$ cat src/rtl/hazard_forward_unit.sv
// hazard_forward_unit
//   Predictive RV32I forwarding unit for a 5-stage F/D/X/M/W pipeline.
//   The instruction in D is compared against the producers in X and M.
//   The operand selects it will need in X are registered on the next
//   advancing edge. A load-use hazard against X stalls D for
//   LOAD_USE_STALL cycles.
//
// Parameters
//   LOAD_USE_STALL  stall cycles per load-use hazard (1..3)
//   ZERO_REG_GUARD  1: a producer writing x0 never matches a source
//   STAT_W          statistics counter width (only with FWD_STATS_EN)
//
// Ports
//   clock        rising-edge clock
//   reset        synchronous active-high reset
//   inst_d/x/m   instructions in D, X and M
//   valid_x/m    X / M slot holds a real instruction (not a bubble)
//   advance      pipeline moves this cycle; 0 freezes all state
//   f_sel_A/B    rs1/rs2 select for X: 00 regfile, 01 W result, 10 M ALU
//   f_mem_sel    store data for M: 0 forward W result, 1 rs2 from pipeline
//   stall_d      hold F/D and inject a bubble into X
//   stall_cycles advancing edges spent stalled (FWD_STATS_EN only)
//   fwd_events   advancing edges that registered a forward (FWD_STATS_EN only)
//
// Optional feature macro: FWD_STATS_EN adds the two saturating counters.
module hazard_forward_unit #(
   parameter int LOAD_USE_STALL = 1,
   parameter int ZERO_REG_GUARD = 1
`ifdef FWD_STATS_EN
   ,
   parameter int STAT_W = 32
`endif
) (
   input  logic        clock,
   input  logic        reset,
   input  logic [31:0] inst_d,
   input  logic [31:0] inst_x,
   input  logic [31:0] inst_m,
   input  logic        valid_x,
   input  logic        valid_m,
   input  logic        advance,
   output logic [1:0]  f_sel_A,
   output logic [1:0]  f_sel_B,
   output logic        f_mem_sel,
   output logic        stall_d
`ifdef FWD_STATS_EN
   ,
   output logic [STAT_W-1:0] stall_cycles,
   output logic [STAT_W-1:0] fwd_events
`endif
);

   localparam logic [4:0] OPC_LUI    = 5'b01101;
   localparam logic [4:0] OPC_AUIPC  = 5'b00101;
   localparam logic [4:0] OPC_JAL    = 5'b11011;
   localparam logic [4:0] OPC_JALR   = 5'b11001;
   localparam logic [4:0] OPC_OPIMM  = 5'b00100;
   localparam logic [4:0] OPC_OP     = 5'b01100;
   localparam logic [4:0] OPC_LOAD   = 5'b00000;
   localparam logic [4:0] OPC_STORE  = 5'b01000;
   localparam logic [4:0] OPC_BRANCH = 5'b11000;
   localparam logic [4:0] OPC_SYSTEM = 5'b11100;

   // Counter reload: the detect cycle itself is the first stall cycle
   localparam logic [1:0] STALL_INIT = 2'(LOAD_USE_STALL - 1);

   typedef enum logic [0:0] {ST_IDLE = 1'b0, ST_STALL = 1'b1} stall_state_t;

   function automatic logic op_writes_rd(input logic [4:0] op);
      logic w;
      case (op)
         OPC_LUI, OPC_AUIPC, OPC_JAL, OPC_JALR,
         OPC_OPIMM, OPC_OP, OPC_LOAD: w = 1'b1;
         default:                     w = 1'b0;
      endcase
      return w;
   endfunction

   function automatic logic op_reads_rs1(input logic [4:0] op);
      logic r;
      case (op)
         OPC_LUI, OPC_AUIPC, OPC_JAL, OPC_SYSTEM: r = 1'b0;
         default:                                 r = 1'b1;
      endcase
      return r;
   endfunction

   function automatic logic op_reads_rs2(input logic [4:0] op);
      logic r;
      case (op)
         OPC_OP, OPC_STORE, OPC_BRANCH: r = 1'b1;
         default:                       r = 1'b0;
      endcase
      return r;
   endfunction

   // Producer/consumer register match, with the optional x0 guard
   function automatic logic rd_match(input logic wr, input logic vld,
                                     input logic [4:0] rd, input logic [4:0] rs);
      return wr && vld && (rd == rs) &&
             ((ZERO_REG_GUARD == 32'sd0) || (rd != 5'd0));
   endfunction

   // Youngest producer wins; unread sources stay on the regfile
   function automatic logic [1:0] pick_sel(input logic used, input logic x_hit,
                                           input logic m_hit);
      logic [1:0] sel;
      if (!used) begin
         sel = 2'b00;
      end else if (x_hit) begin
         sel = 2'b10;
      end else if (m_hit) begin
         sel = 2'b01;
      end else begin
         sel = 2'b00;
      end
      return sel;
   endfunction

   logic [1:0]   cnt_r;
   stall_state_t state_r;
   logic [1:0]   sel_a_r, sel_b_r;
   logic         mem_sel_r;

   logic         x_wr_s, m_wr_s, x_is_load_s, x_is_store_s;
   logic         d_rs1_s, d_rs2_s, d_rs2_stall_s;
   logic         x_hit1_s, x_hit2_s, m_hit1_s, m_hit2_s, m_hit_st_s;
   logic         detect_s, stall_s;
   logic [1:0]   cnt_nxt_s, nxt_a_s, nxt_b_s;
   logic         nxt_mem_s;
   logic         unused_s;

   // Decode, hazard detection and next-state selection
   always_comb begin
      x_wr_s       = op_writes_rd(inst_x[6:2]);
      m_wr_s       = op_writes_rd(inst_m[6:2]);
      x_is_load_s  = valid_x && (inst_x[6:2] == OPC_LOAD);
      x_is_store_s = valid_x && (inst_x[6:2] == OPC_STORE);
      d_rs1_s      = op_reads_rs1(inst_d[6:2]);
      d_rs2_s      = op_reads_rs2(inst_d[6:2]);
      // Store data never stalls: M-stage forwarding from W supplies it later
      d_rs2_stall_s = d_rs2_s && (inst_d[6:2] != OPC_STORE);

      x_hit1_s   = rd_match(x_wr_s, valid_x, inst_x[11:7], inst_d[19:15]);
      x_hit2_s   = rd_match(x_wr_s, valid_x, inst_x[11:7], inst_d[24:20]);
      m_hit1_s   = rd_match(m_wr_s, valid_m, inst_m[11:7], inst_d[19:15]);
      m_hit2_s   = rd_match(m_wr_s, valid_m, inst_m[11:7], inst_d[24:20]);
      m_hit_st_s = rd_match(m_wr_s, valid_m, inst_m[11:7], inst_x[24:20]);

      detect_s = x_is_load_s &&
                 ((d_rs1_s && x_hit1_s) || (d_rs2_stall_s && x_hit2_s));

      if (reset) begin
         stall_s = 1'b0;
      end else begin
         stall_s = detect_s || (state_r == ST_STALL);
      end

      if (detect_s) begin
         cnt_nxt_s = STALL_INIT;
      end else if (cnt_r != 2'd0) begin
         cnt_nxt_s = cnt_r - 2'd1;
      end else begin
         cnt_nxt_s = cnt_r;
      end

      // A load in X cannot forward its ALU result; only M may forward it
      if (stall_s) begin
         nxt_a_s = 2'b00;
         nxt_b_s = 2'b00;
      end else begin
         nxt_a_s = pick_sel(d_rs1_s, x_hit1_s && !x_is_load_s, m_hit1_s);
         nxt_b_s = pick_sel(d_rs2_s, x_hit2_s && !x_is_load_s, m_hit2_s);
      end

      nxt_mem_s = !(x_is_store_s && m_hit_st_s);
   end

   // Load-use stall counter and its IDLE/STALL state
   always_ff @(posedge clock) begin
      if (reset) begin
         cnt_r   <= 2'd0;
         state_r <= ST_IDLE;
      end else if (advance) begin
         cnt_r   <= cnt_nxt_s;
         state_r <= (cnt_nxt_s != 2'd0) ? ST_STALL : ST_IDLE;
      end
   end

   // Registered forwarding selects, consumed by the instruction once in X
   always_ff @(posedge clock) begin
      if (reset) begin
         sel_a_r   <= 2'b00;
         sel_b_r   <= 2'b00;
         mem_sel_r <= 1'b1;
      end else if (advance) begin
         sel_a_r   <= nxt_a_s;
         sel_b_r   <= nxt_b_s;
         mem_sel_r <= nxt_mem_s;
      end
   end

`ifdef FWD_STATS_EN
   logic [STAT_W-1:0] stall_cnt_r, fwd_cnt_r;

   // Saturating statistics counters
   always_ff @(posedge clock) begin
      if (reset) begin
         stall_cnt_r <= {STAT_W{1'b0}};
         fwd_cnt_r   <= {STAT_W{1'b0}};
      end else if (advance) begin
         if (stall_s && (stall_cnt_r != {STAT_W{1'b1}})) begin
            stall_cnt_r <= stall_cnt_r + {{(STAT_W-1){1'b0}}, 1'b1};
         end
         if (((nxt_a_s != 2'b00) || (nxt_b_s != 2'b00) || !nxt_mem_s) &&
             (fwd_cnt_r != {STAT_W{1'b1}})) begin
            fwd_cnt_r <= fwd_cnt_r + {{(STAT_W-1){1'b0}}, 1'b1};
         end
      end
   end

   assign stall_cycles = stall_cnt_r;
   assign fwd_events   = fwd_cnt_r;
`endif

   assign f_sel_A   = sel_a_r;
   assign f_sel_B   = sel_b_r;
   assign f_mem_sel = mem_sel_r;
   assign stall_d   = stall_s;

   // Instruction fields that play no part in hazard decisions
   assign unused_s = ^{inst_d[31:25], inst_d[14:7], inst_d[1:0],
                       inst_x[31:25], inst_x[19:12], inst_x[1:0],
                       inst_m[31:12], inst_m[1:0]};

endmodule

$ cat config.mk
export PLATFORM = sky130hd
export DESIGN_NAME = hazard_forward_unit
export DESIGN_NICKNAME = d
export VERILOG_FILES = /design/src/rtl/hazard_forward_unit.sv
export SDC_FILE = /design/constraint.sdc
export NUM_CORES = 1
export LEC_CHECK = 0
export CAP_MARGIN = 20
export CELL_PAD_IN_SITES_DETAIL_PLACEMENT = 0
export CELL_PAD_IN_SITES_GLOBAL_PLACEMENT = 1
export CORE_ASPECT_RATIO = 0.7
export CORE_MARGIN = 5
export CORE_UTILIZATION = 13
export DETAILED_ROUTE_END_ITERATION = 16
export PLACE_DENSITY = 0.7
export SETUP_SLACK_MARGIN = 0.15
export SYNTH_ARGS = -nofsm -noshare
export SYNTH_HDL_FRONTEND = slang
export SYNTH_SLANG_ARGS = --single-unit
export TNS_END_PERCENT = 20
$ cat constraint.sdc
create_clock -name clock -period 1.2 [get_ports clock]
set_input_delay 0.12 -clock clock [delete_from_list [all_inputs] [get_ports clock]]
set_output_delay 0.12 -clock clock [all_outputs]
set_load 0.02 [all_outputs]
==> reports/results.txt <==
Setup Skew: 0.002192 ns
Clk Latency, worst-skew pair: 0.22 ns
CTS buffer count: 3
RSZ-0062 raised after global routing: true
chip width: 104.2 µm
count leader, synth: xor2_1
fin worst setup slack: -0.3120 ns
status: complete, but fails checks
core area: 6126 µm²
Port Buf Inserts: 50
fillers: 660
distinct cell type count after synthesis: 32
syn_nets: 203
DP HPWL: 2941 µm
GR Util met1: 11.52%
worst-path cell with the longest stage delay: or4_4
global route overflow: 0
M3 GR Usage: 2.117%
Setup WS pre-CTS: -1.166 ns
GR Util All Layers: 8.420%
hold crit path type: input pin to register
1st-iter DRT viols: 23
post-placement cell count: 269
critical path arrival: 1.39 ns
Hold Vio Cnt, Final: 0
share of post-route cells with drive strength above 1: 47.06%
final-report max-slew violation count: 0
final WL: 3438 µm
Worst Path Max Fanout: 3
Post-synth EDFFs: 0
synth-to-layout area growth: 133.6%
power share of the clock group: 30.9%
Hold-fix buffers, CTS: 0
setup TNS: -1.241 ns
clk sinks: 8
area taken by flip-flops and latches: 160.2 µm²
Sw Share: 26.92%
multi-input logic area: 764.5 µm²
Die Span Y: 75.97 µm
die area: 7919 µm²
total power: 1028 µW
first-pass GRT wire length: 5554 µm
Startpoint Class: input pin
combinational share of power: 42.6%
CTS tree: done
failing checks: negative setup slack
Synth Warn #: 0
largest net degree at the start of global routing: 8
Peak VDD IR: 210.0 µV
Seq pwr share: 26.5%
register area share after synthesis: 19.81%
Synth Cell Area: 808.3 µm²
Tightest Pin Transition: 0.3294 ns
residual DRC count: 0
vias in the first global route: 1,198
Crit path largest cell delay: 0.53 ns
Antenna Cells: 0
crit path time final: 1.512 ns
Vias/cell: 3.858
reg2reg path depth: 6
row count: 24
WHS: 0.3945 ns
Pint: 751.5 µW
via count: 1,088
Sw Pwr: 276.9 µW
CTS root buf: clkbuf_8
fraction of registers with async set/reset: 0%
largest area contributor in the netlist: xor2_1
LEAKAGE: 0.0007958 µW
Setup crit end kind: primary output
post-synthesis instance total: 102
Worst Path Required: 1.08 ns
Worst slew margin: 77.87%
Avg Cell Area, Syn: 7.924 µm²
initial antenna violation count: 0
Final Setup Violations: 8
hold path cells: 5
WL/cell: 12.19 µm
first-pass iteration count of the detailed router: 4
FF+latch count, synth: 8
clock buffer depth: 2
RePlAce Congestion: 0.7823
htree depth: 1
num ports: 107
post-synth top area share: 21.67%
Post-synth top cells: xor2_1, nor2_1, dfxtp_1, nand2_1
Max Cap Violations: 0
clock-pin transition on the worst setup and hold timing paths: 0.04 ns
Final Cycle Share: 126.0%
crit path kind: input pin to primary output
Fmax: 661.4 MHz
Initial Util: 13.19%
Synth area leaders: xor2_1, dfxtp_1, xnor2_1
nets@finish: 307
P per Cell Area: 544.6 nW/µm²
Top FF cell, synth: dfxtp_1
antenna viol nets, final: 0
GR peak layer: met2
met2 usage: 13.10%
Final Instance Count excl. Fillers: 282
CP Cell Sequence: buf_8 -> or4_4 -> o21ai_2 -> or3_4 -> a21oi_4 -> o21ba_4 -> buf_6
flip-flops by register name (all words and copies together), names as in the netlist:
signal / cells
state_r: 1
f_mem_sel: 1
cnt_r: 2
f_sel_A: 2
f_sel_B: 2
cells by family (layout without fill, tap and decap cells):
logic type / Yosys count / in the layout / synth area share [%]
xor gates and xnor gates: 26 / 26 / 28.17
AOI/OAI and AO/OA: 18 / 18 / 16.87
and+or+nand+nor: 48 / 48 / 34.21
buffers and inverters: 2 / 104 / 0.9291
DFF: 8 / 8 / 19.81
path summary, 6_finish.rpt:
path / slack [ns] / startpoint / to
worst max-delay path: -0.31 / inst_x[9] / stall_d
worst min-delay path: 0.39 / inst_d[6] / f_sel_B[1]
worst max register to register: -0.01 / state_r / f_sel_B[0]
worst min register to register: 0.43 / f_sel_A[1] / f_sel_A[1]
routing by layer:
metal	share of wire, %	vias up
li1	-	574
met1	49	472
met2	43	36
met3	6.1	6
met4	1.5	0
met5	0	-
power by group through the flow:
stage,clock (µW),sequential (µW),combinational [µW]
4_1_cts,325,272,420
2_1_floorplan,0,279,114
5_1_grt,346,272,477
3_5_place_dp,0,277,420
6_report,318,272,438
3_3_place_gp,0,276,416
placed cells by master, fill, tap and decap left out, types with 2 or more instances in the layout:
| cell type | count |
|---|---|
| inv_1 | 2 |
| nor4_2 | 2 |
| nor3b_2 | 2 |
| clkdlybuf4s15_1 | 3 |
| o21ai_0 | 2 |
| buf_2 | 5 |
| clkdlybuf4s50_1 | 16 |
| nand4_1 | 4 |
| xor2_2 | 3 |
| or3_4 | 2 |
| buf_8 | 2 |
| buf_4 | 48 |
| buf_6 | 6 |
| a21oi_1 | 2 |
| nor2_1 | 10 |
| dlygate4sd2_1 | 11 |
| nand3_1 | 5 |
| nand2_1 | 8 |
| nor3_1 | 2 |
| nand3b_1 | 2 |
| dfxtp_1 | 8 |
| xor2_1 | 17 |
| o21ai_1 | 3 |
| a21oi_2 | 2 |
| nor3_2 | 2 |
| xnor2_1 | 6 |
| nand4b_1 | 2 |
| clkbuf_2 | 7 |
| clkbuf_8 | 3 |
layout make-up:
| class | count | area share, % |
|---|---|---|
| Timing Repair Buffer | 99 | 43.27 |
| Clock buffer | 3 | 2.187 |
| Multi-Input combinational cell | 92 | 40.49 |
| Inverter | 2 | 0.3976 |
| Tap cell | 78 | 5.169 |
| Sequential cell | 8 | 8.482 |
per-stage QoR:
| step | util [%] | cell area [µm²] |
|---|---|---|
| floorplan | - | 808.3 |
| detailed placement | 27.74 | 1699 |
| finish | 30.82 | 1888 |
| global placement | 27.74 | 1699 |
| global route | 30.82 | 1888 |
| CTS | 29.39 | 1800 |
worst max-delay path: cells and delay by family:
kind	cells	cell delay, ns
buffers and inverters	2	0.22
AOI/OAI and AO/OA	3	0.36
and+or+nand+nor	2	0.68
repair_timing:
action,CTS,global route
endpoints found under the setup margin,14,10
gates cloned,0,0
gates resized for setup,92,33
pin swaps,22,17
buffers inserted,7,3
No activity file was read; power rests on OpenSTA's default activity.
